<file path="src/rtl/ps2_pkg.sv">
// PS/2 Set-2 scan decoder shared types and constants.
// Optional feature macro: PS2_DEC_TYPEMATIC_FILTER_EN (used by ps2_scan_decoder).
package ps2_pkg;

    typedef enum logic [2:0] {
        ST_IDLE,
        ST_EXT,
        ST_BRK,
        ST_EXT_BRK,
        ST_SKIP
    } ps2_state_t;

    localparam logic [7:0] PS2_EXT   = 8'hE0;
    localparam logic [7:0] PS2_BRK   = 8'hF0;
    localparam logic [7:0] PS2_PAUSE = 8'hE1;

    // Keyboard status / protocol bytes that never map to a key
    localparam logic [7:0] PS2_BAT_OK = 8'hAA;
    localparam logic [7:0] PS2_ACK    = 8'hFA;
    localparam logic [7:0] PS2_RESEND = 8'hFE;
    localparam logic [7:0] PS2_ECHO   = 8'hEE;
    localparam logic [7:0] PS2_ERR_LO = 8'h00;
    localparam logic [7:0] PS2_ERR_HI = 8'hFF;

    // Bytes following E1 in the Pause sequence
    localparam logic [2:0] PS2_PAUSE_SKIP = 3'd7;

    typedef struct packed {
        logic [7:0] code;
        logic       ext;
        logic       brk;
    } ps2_evt_t;

    function automatic logic is_status_byte(input logic [7:0] b);
        return (b == PS2_BAT_OK) || (b == PS2_ACK)    || (b == PS2_RESEND) ||
               (b == PS2_ECHO)   || (b == PS2_ERR_LO) || (b == PS2_ERR_HI);
    endfunction

endpackage

</file>
<file path="src/rtl/ps2_evt_fifo.sv">
// Synchronous key-event FIFO; a push while full is accepted only if a pop
// happens in the same cycle. Head is registered so it holds when empty.
module ps2_evt_fifo
    import ps2_pkg::*;
#(
    parameter int unsigned DEPTH = 4
) (
    input  logic     clk,
    input  logic     reset,
    input  logic     push,
    input  logic     pop,
    input  ps2_evt_t din,
    output ps2_evt_t head,
    output logic     empty,
    output logic     full
);

    localparam int unsigned PTR_W = $clog2(DEPTH);

    ps2_evt_t         mem [DEPTH];
    logic [PTR_W-1:0] rd_ptr;
    logic [PTR_W-1:0] wr_ptr;
    logic [PTR_W:0]   count;
    logic [PTR_W:0]   count_next;
    logic [PTR_W-1:0] rd_ptr_next;
    logic             push_acc;
    logic             pop_acc;

    assign empty    = (count == '0);
    assign full     = (count == (PTR_W+1)'(DEPTH));
    assign pop_acc  = pop & ~empty;
    assign push_acc = push & (~full | pop_acc);

    // Next occupancy and read pointer
    always_comb begin
        count_next  = count;
        rd_ptr_next = rd_ptr;
        if (pop_acc) begin
            rd_ptr_next = rd_ptr + 1'b1;
        end
        case ({push_acc, pop_acc})
            2'b10:   count_next = count + 1'b1;
            2'b01:   count_next = count - 1'b1;
            default: count_next = count;
        endcase
    end

    // Storage write
    always_ff @(posedge clk) begin
        if (push_acc) begin
            mem[wr_ptr] <= din;
        end
    end

    // Pointers, count and registered head; head bypasses din when the
    // pushed entry becomes the new head in the same cycle it is written
    always_ff @(posedge clk) begin
        if (!reset) begin
            rd_ptr <= '0;
            wr_ptr <= '0;
            count  <= '0;
            head   <= '0;
        end else begin
            rd_ptr <= rd_ptr_next;
            count  <= count_next;
            if (push_acc) begin
                wr_ptr <= wr_ptr + 1'b1;
            end
            if (count_next != '0) begin
                if (push_acc && (wr_ptr == rd_ptr_next)) begin
                    head <= din;
                end else begin
                    head <= mem[rd_ptr_next];
                end
            end
        end
    end

endmodule

</file>
<file path="src/rtl/ps2_scan_decoder.sv">
// PS/2 Set-2 scan-code to key-event decoder with event FIFO.
// Optional: define PS2_DEC_TYPEMATIC_FILTER_EN to suppress typematic repeat makes.
module ps2_scan_decoder
    import ps2_pkg::*;
#(
    parameter int unsigned FIFO_DEPTH = 4
) (
    input  logic       clk,
    input  logic       reset,
    input  logic [7:0] rx_data,
    input  logic       rx_done_tick,
    output logic       ev_valid,
    output logic [7:0] ev_code,
    output logic       ev_ext,
    output logic       ev_break,
    input  logic       ev_ready,
    output logic       ev_overflow,
    output logic       busy
);

    ps2_state_t state;
    ps2_state_t state_next;
    logic [2:0] skip_cnt;
    logic [2:0] skip_next;
    logic       emit;
    ps2_evt_t   evt;
    logic       suppress;
    logic       push;
    logic       pop;
    logic       fifo_empty;
    logic       fifo_full;
    ps2_evt_t   head;

    // Next-state and event decode; only advances on a byte strobe
    always_comb begin
        state_next = state;
        skip_next  = skip_cnt;
        emit       = 1'b0;
        evt        = '0;
        evt.code   = rx_data;
        if (rx_done_tick) begin
            case (state)
                ST_IDLE: begin
                    if (rx_data == PS2_EXT) begin
                        state_next = ST_EXT;
                    end else if (rx_data == PS2_BRK) begin
                        state_next = ST_BRK;
                    end else if (rx_data == PS2_PAUSE) begin
                        state_next = ST_SKIP;
                        skip_next  = PS2_PAUSE_SKIP;
                    end else if (!is_status_byte(rx_data)) begin
                        emit = 1'b1;
                    end
                end
                ST_EXT: begin
                    if (rx_data == PS2_BRK) begin
                        state_next = ST_EXT_BRK;
                    end else if (rx_data != PS2_EXT) begin
                        emit       = 1'b1;
                        evt.ext    = 1'b1;
                        state_next = ST_IDLE;
                    end
                end
                ST_BRK: begin
                    emit       = 1'b1;
                    evt.brk    = 1'b1;
                    state_next = ST_IDLE;
                end
                ST_EXT_BRK: begin
                    emit       = 1'b1;
                    evt.ext    = 1'b1;
                    evt.brk    = 1'b1;
                    state_next = ST_IDLE;
                end
                ST_SKIP: begin
                    skip_next = skip_cnt - 1'b1;
                    if (skip_cnt == 3'd1) begin
                        state_next = ST_IDLE;
                    end
                end
                default: state_next = ST_IDLE;
            endcase
        end
    end

    // Decoder state and Pause skip counter
    always_ff @(posedge clk) begin
        if (!reset) begin
            state    <= ST_IDLE;
            skip_cnt <= '0;
        end else begin
            state    <= state_next;
            skip_cnt <= skip_next;
        end
    end

`ifdef PS2_DEC_TYPEMATIC_FILTER_EN
    logic [511:0] held;
    logic [8:0]   key_idx;

    assign key_idx  = {evt.ext, evt.code};
    assign suppress = emit & ~evt.brk & held[key_idx];

    // Held-key map: set on make, clear on break, independent of FIFO accept
    always_ff @(posedge clk) begin
        if (!reset) begin
            held <= '0;
        end else if (emit) begin
            held[key_idx] <= ~evt.brk;
        end
    end
`else
    assign suppress = 1'b0;
`endif

    assign push = emit & ~suppress;
    assign pop  = ev_valid & ev_ready;

    // Overflow pulse when a decoded event finds no room
    always_ff @(posedge clk) begin
        if (!reset) begin
            ev_overflow <= 1'b0;
        end else begin
            ev_overflow <= push & fifo_full & ~pop;
        end
    end

    ps2_evt_fifo #(
        .DEPTH(FIFO_DEPTH)
    ) u_fifo (
        .clk  (clk),
        .reset(reset),
        .push (push),
        .pop  (pop),
        .din  (evt),
        .head (head),
        .empty(fifo_empty),
        .full (fifo_full)
    );

    assign ev_valid = ~fifo_empty;
    assign ev_code  = head.code;
    assign ev_ext   = head.ext;
    assign ev_break = head.brk;
    assign busy     = (state != ST_IDLE);

endmodule

</file>
<file path="config.mk">
export PLATFORM = sky130hd
export DESIGN_NAME = ps2_scan_decoder
export DESIGN_NICKNAME = d
export VERILOG_FILES = /design/src/rtl/ps2_pkg.sv /design/src/rtl/ps2_evt_fifo.sv /design/src/rtl/ps2_scan_decoder.sv
export SDC_FILE = /design/constraint.sdc
export NUM_CORES = 1
export LEC_CHECK = 0
export ABC_CLOCK_PERIOD_IN_PS = 3700
export CAP_MARGIN = 25
export CELL_PAD_IN_SITES_DETAIL_PLACEMENT = 1
export CELL_PAD_IN_SITES_GLOBAL_PLACEMENT = 2
export CORE_MARGIN = 2
export CORE_UTILIZATION = 40
export DETAILED_ROUTE_END_ITERATION = 7
export GPL_TIMING_DRIVEN = 0
export HOLD_SLACK_MARGIN = 0.1
export PLACE_DENSITY = 0.85
export SYNTH_ARGS = -nofsm -noshare
export SYNTH_HDL_FRONTEND = slang
export SYNTH_SLANG_ARGS = --single-unit
</file>
<file path="constraint.sdc">
create_clock -name clk -period 3.7 [get_ports clk]
set_clock_uncertainty 0.1 [all_clocks]
set_input_delay 0.74 -clock clk [delete_from_list [all_inputs] [get_ports clk]]
set_output_delay 0.74 -clock clk [all_outputs]
set_load 0.005 [all_outputs]
</file>
==> impl_metrics.sql <==
INSERT INTO impl_metrics (metric_group, metric, value, unit) VALUES
('critical_path', 'critical_path.endpoint_type', 'flop', ''),
('clock_tree', 'clock_tree.htree_level_count', '3', ''),
('synth', 'syn_inst', '252', ''),
('global_route', 'largest_net_degree_at_the_start_of_global_routing', '12', ''),
('global_route', 'via_count_of_the_first_global_routing_pass', '2288', ''),
('final_layout', 'drive_above_1_share', '0.227', ''),
('critical_path', 'crit_path_max_fanout', '9', ''),
('final_layout', 'nets', '313', ''),
('timing', 'rsz0062_at_grt', 'false', ''),
('synth', 'synth.yosys.warnings', '0', ''),
('floorplanning', 'design.portCount', '25', ''),
('critical_path', 'critical_path_arrival', '3.71', 'ns'),
('synth', 'synth.net_count', '271', ''),
('status', 'status', 'finished clean', ''),
('place', 'gp_routability_congestion', '0.754', ''),
('clock_tree', 'cts.clk_slew.worst_paths', '0.08', 'ns'),
('timing', 'finalHoldViolCount', '0', ''),
('critical_path', 'critical_path.n_buffers_inverters', '4', ''),
('clock_tree', 'cts-root-to-sink-buffers', '2', ''),
('synth', 'yosysSeqAreaShare', '0.524', ''),
('final_layout', 'final.fill_count', '834', ''),
('clock_tree', 'cts.sink_count', '64', ''),
('critical_path', 'worstPathCellList', 'clkdlybuf4s15_2 -> nor4_4 -> and3_4 -> or3_1 -> clkbuf_4 -> nand2_4 -> nor2_2 -> fa_2 -> nor3b_1 -> a21oi_1 -> a211oi_2 -> buf_4 -> clkbuf_4 -> mux2i_1', ''),
('timing', 'final_max_slew_viol_count', '0', ''),
('synth', 'synthXorXnorAreaFrac', '0.0215', ''),
('route', 'vias', '2186', ''),
('floorplanning', 'die-area', '8750', 'um^2'),
('floorplanning', 'die-height', '93.6', 'um'),
('place', 'dpl-instance-area', '3570', 'um^2'),
('final_layout', 'design_area', '3860', 'um^2'),
('power_and_ir_drop', 'irDropWorstVdd', '0.222', 'mV'),
('place', 'place_hpwl', '5350', 'um'),
('timing', 'final.min_clock_period', '3.54', 'ns'),
('timing', 'min_period_over_period', '0.957', ''),
('synth', 'compound_gate_portion_of_the_synthesized_area', '0.118', ''),
('final_layout', 'multi_input_comb_area', '1460', 'um^2'),
('route', 'avgRoutedWirePerCell', '19.5', 'um'),
('clock_tree', 'clk_root_buffer_cell', 'sky130_fd_sc_hd__clkbuf_8', ''),
('floorplanning', 'initial_utilization', '0.413', ''),
('route', 'drcViolationCount', '0', ''),
('critical_path', 'path_delay_family', 'simple AND/OR/NAND/NOR gates', ''),
('clock_tree', 'tritoncts.num_buffers', '9', ''),
('final_layout', 'sequential_cell_area', '1680', 'um^2'),
('synth', 'synth-adder-area-share', '0.0296', ''),
('synth', 'synthDistinctLibCells', '54', ''),
('floorplanning', 'die_width', '93.6', 'um'),
('global_route', 'overflow', '0', ''),
('synth', 'synth_simple_gate_area_share', '0.153', ''),
('synth', 'proportion_of_synthesized_area_in_mux_cells', '0.119', ''),
('route', 'detail-route-antenna-nets', '0', ''),
('timing', 'final.hold.worst_slack', '0.363', 'ns'),
('timing', 'max_clock_freq', '282', 'MHz'),
('critical_path', 'cp_slowest_stage_delay', '0.49', 'ns'),
('flow_run', 'max-cap-violations', '0', ''),
('power_and_ir_drop', 'p_leak', '1.38', 'nW'),
('timing', 'maxSlewHeadroom', '0.437', ''),
('final_layout', 'antenna_cells', '0', ''),
('floorplanning', 'rows', '32', ''),
('clock_tree', 'cts.hold.buffers_added', '0', ''),
('timing', 'finalSetupViolations', '0', ''),
('global_route', 'grt.total_usage', '0.192', ''),
('critical_path', 'crit_slowest_cell', 'sky130_fd_sc_hd__fa_2', ''),
('synth', 'synth.ff_latch_count', '64', ''),
('synth', 'post_synth_instance_area', '3210', 'um^2'),
('route', 'detailedRoute.firstIterationViolations', '84', ''),
('route', 'totalWireLength', '7840', 'um'),
('final_layout', 'layout.cells.most_common', 'sky130_fd_sc_hd__edfxtp_1', ''),
('timing', 'tightest_slew', '0.844', 'ns'),
('final_layout', 'layout_common_cells', 'sky130_fd_sc_hd__edfxtp_1, sky130_fd_sc_hd__dfxtp_1, sky130_fd_sc_hd__nand2_1', ''),
('critical_path', 'critical-path-top-cell-by-count', 'sky130_fd_sc_hd__clkbuf_4', ''),
('critical_path', 'cp-start-kind', 'input port', '');
## layer usage
layer / global-route usage / routed length [um] / part of all wire
met5: 0 / 0 / 0
met1: 0.244 / 3520 / 0.45
met4: 0.0700 / 116 / 0.015
met2: 0.326 / 3970 / 0.51
met3: 0.0387 / 235 / 0.030
## path summary, 6_finish.rpt
check | cells past startpoint | end | slack, ns | from
worst min register to register | 2 | u_fifo.head[0]$_SDFFE_PN0P_ | 0.36 | u_fifo.head[0]$_SDFFE_PN0P_
worst max-delay path | 14 | u_fifo.head[3]$_SDFFE_PN0P_ | 0.16 | rx_data[3]
worst max register to register | 12 | u_fifo.head[3]$_SDFFE_PN0P_ | 0.41 | state[2]$_SDFFE_PN0P_
worst min-delay path | 2 | u_fifo.head[0]$_SDFFE_PN0P_ | 0.36 | u_fifo.head[0]$_SDFFE_PN0P_
## state kept, by name, summed over array words and instances, names as in the netlist
| signal | flops |
|---|---|
| ev_overflow | 1 |
| u_fifo.rd_ptr | 2 |
| u_fifo.head | 10 |
| skip_cnt | 3 |
| u_fifo.mem | 40 |
| u_fifo.count | 3 |
| state | 3 |
| u_fifo.wr_ptr | 2 |
## cell type report
type	count	share of cell area
timing repair buffer	31	0.0687
buffer	12	0.0201
inverter	9	0.00875
clock inverter	5	0.0207
tap	102	0.0330
clock buffer	11	0.0366
sequential	64	0.435
multi-input combinational	167	0.377
## Yosys cell counts, drive strengths merged
library cell | number | area [um^2]
fa | 1 | 20.0
a21boi | 1 | 7.51
mux2i | 12 | 120
o21ai | 6 | 30.0
o211ai | 12 | 90.1
a311oi | 2 | 35.0
inv | 9 | 33.8
o311ai | 1 | 8.76
xnor2 | 3 | 26.3
and2 | 8 | 52.6
o31ai | 1 | 21.3
o21a | 4 | 30.0
nor4 | 2 | 18.8
or2b | 7 | 52.6
nor4b | 1 | 8.76
nor2 | 11 | 43.8
a21o | 1 | 7.51
mux2 | 2 | 22.5
ha | 6 | 75.1
buf | 9 | 63.8
edfxtp | 40 | 1200
nand2 | 22 | 82.6
a211oi | 2 | 25.0
nor2b | 8 | 50.1
clkbuf | 3 | 11.3
a2111oi | 1 | 27.5
nor3b | 2 | 15.0
xor2 | 4 | 42.6
nand2b | 4 | 25.0
or3 | 4 | 30.0
dfxtp | 24 | 480
a21oi | 5 | 25.0
o22ai | 2 | 12.5
or4 | 1 | 7.51
nor3 | 3 | 15.0
nand4 | 4 | 40.0
a31o | 1 | 8.76
o211a | 2 | 20.0
o221a | 2 | 22.5
nand3 | 4 | 20.0
and3 | 4 | 30.0
mux4 | 10 | 240
a22oi | 1 | 7.51
## repair_timing
action,in CTS,in global routing
cloned,0,1
pin swaps,1,5
setup buffers,0,7
endpoints found under the setup margin,12,10
gates resized for setup,19,18
## kinds of logic after synthesis
kind of cell	Yosys count
and+or+nand+nor	85
DFF	64
AOI/OAI and AO/OA	44
muxes	24
buffers and inverters	21
xor gates and xnor gates	7
adders and majority gates	7
## stage by stage
step	power [W]	cells	TNS (ns)	util	setup WS, ns
finish	0.00232	401	0	0.497	0.157
global route	0.00244	401	0	0.497	0.00117
CTS	0.00230	393	0	0.490	0.0275
detailed placement	0.00163	377	-16.78	0.459	-0.845
global placement	0.00159	377	-13.61	0.459	-0.758
floorplan	0.00137	252	0	-	0.352
## report_power, final
group | switching (W) | internal [W] | total [W]
Combinational | 0.000344 | 0.000379 | 0.000722
Clock | 0.000280 | 0.000397 | 0.000677
Sequential | 0.0000594 | 0.000858 | 0.000918
Total | 0.000684 | 0.00163 | 0.00232
## tightest hold or removal path, delay by kind of cell (launching register included)
family,cells,cell delay [ns]
and+or+nand+nor,1,0.05
DFF,1,0.31
muxes,1,0.06
Power figures use the tool's default switching activity.
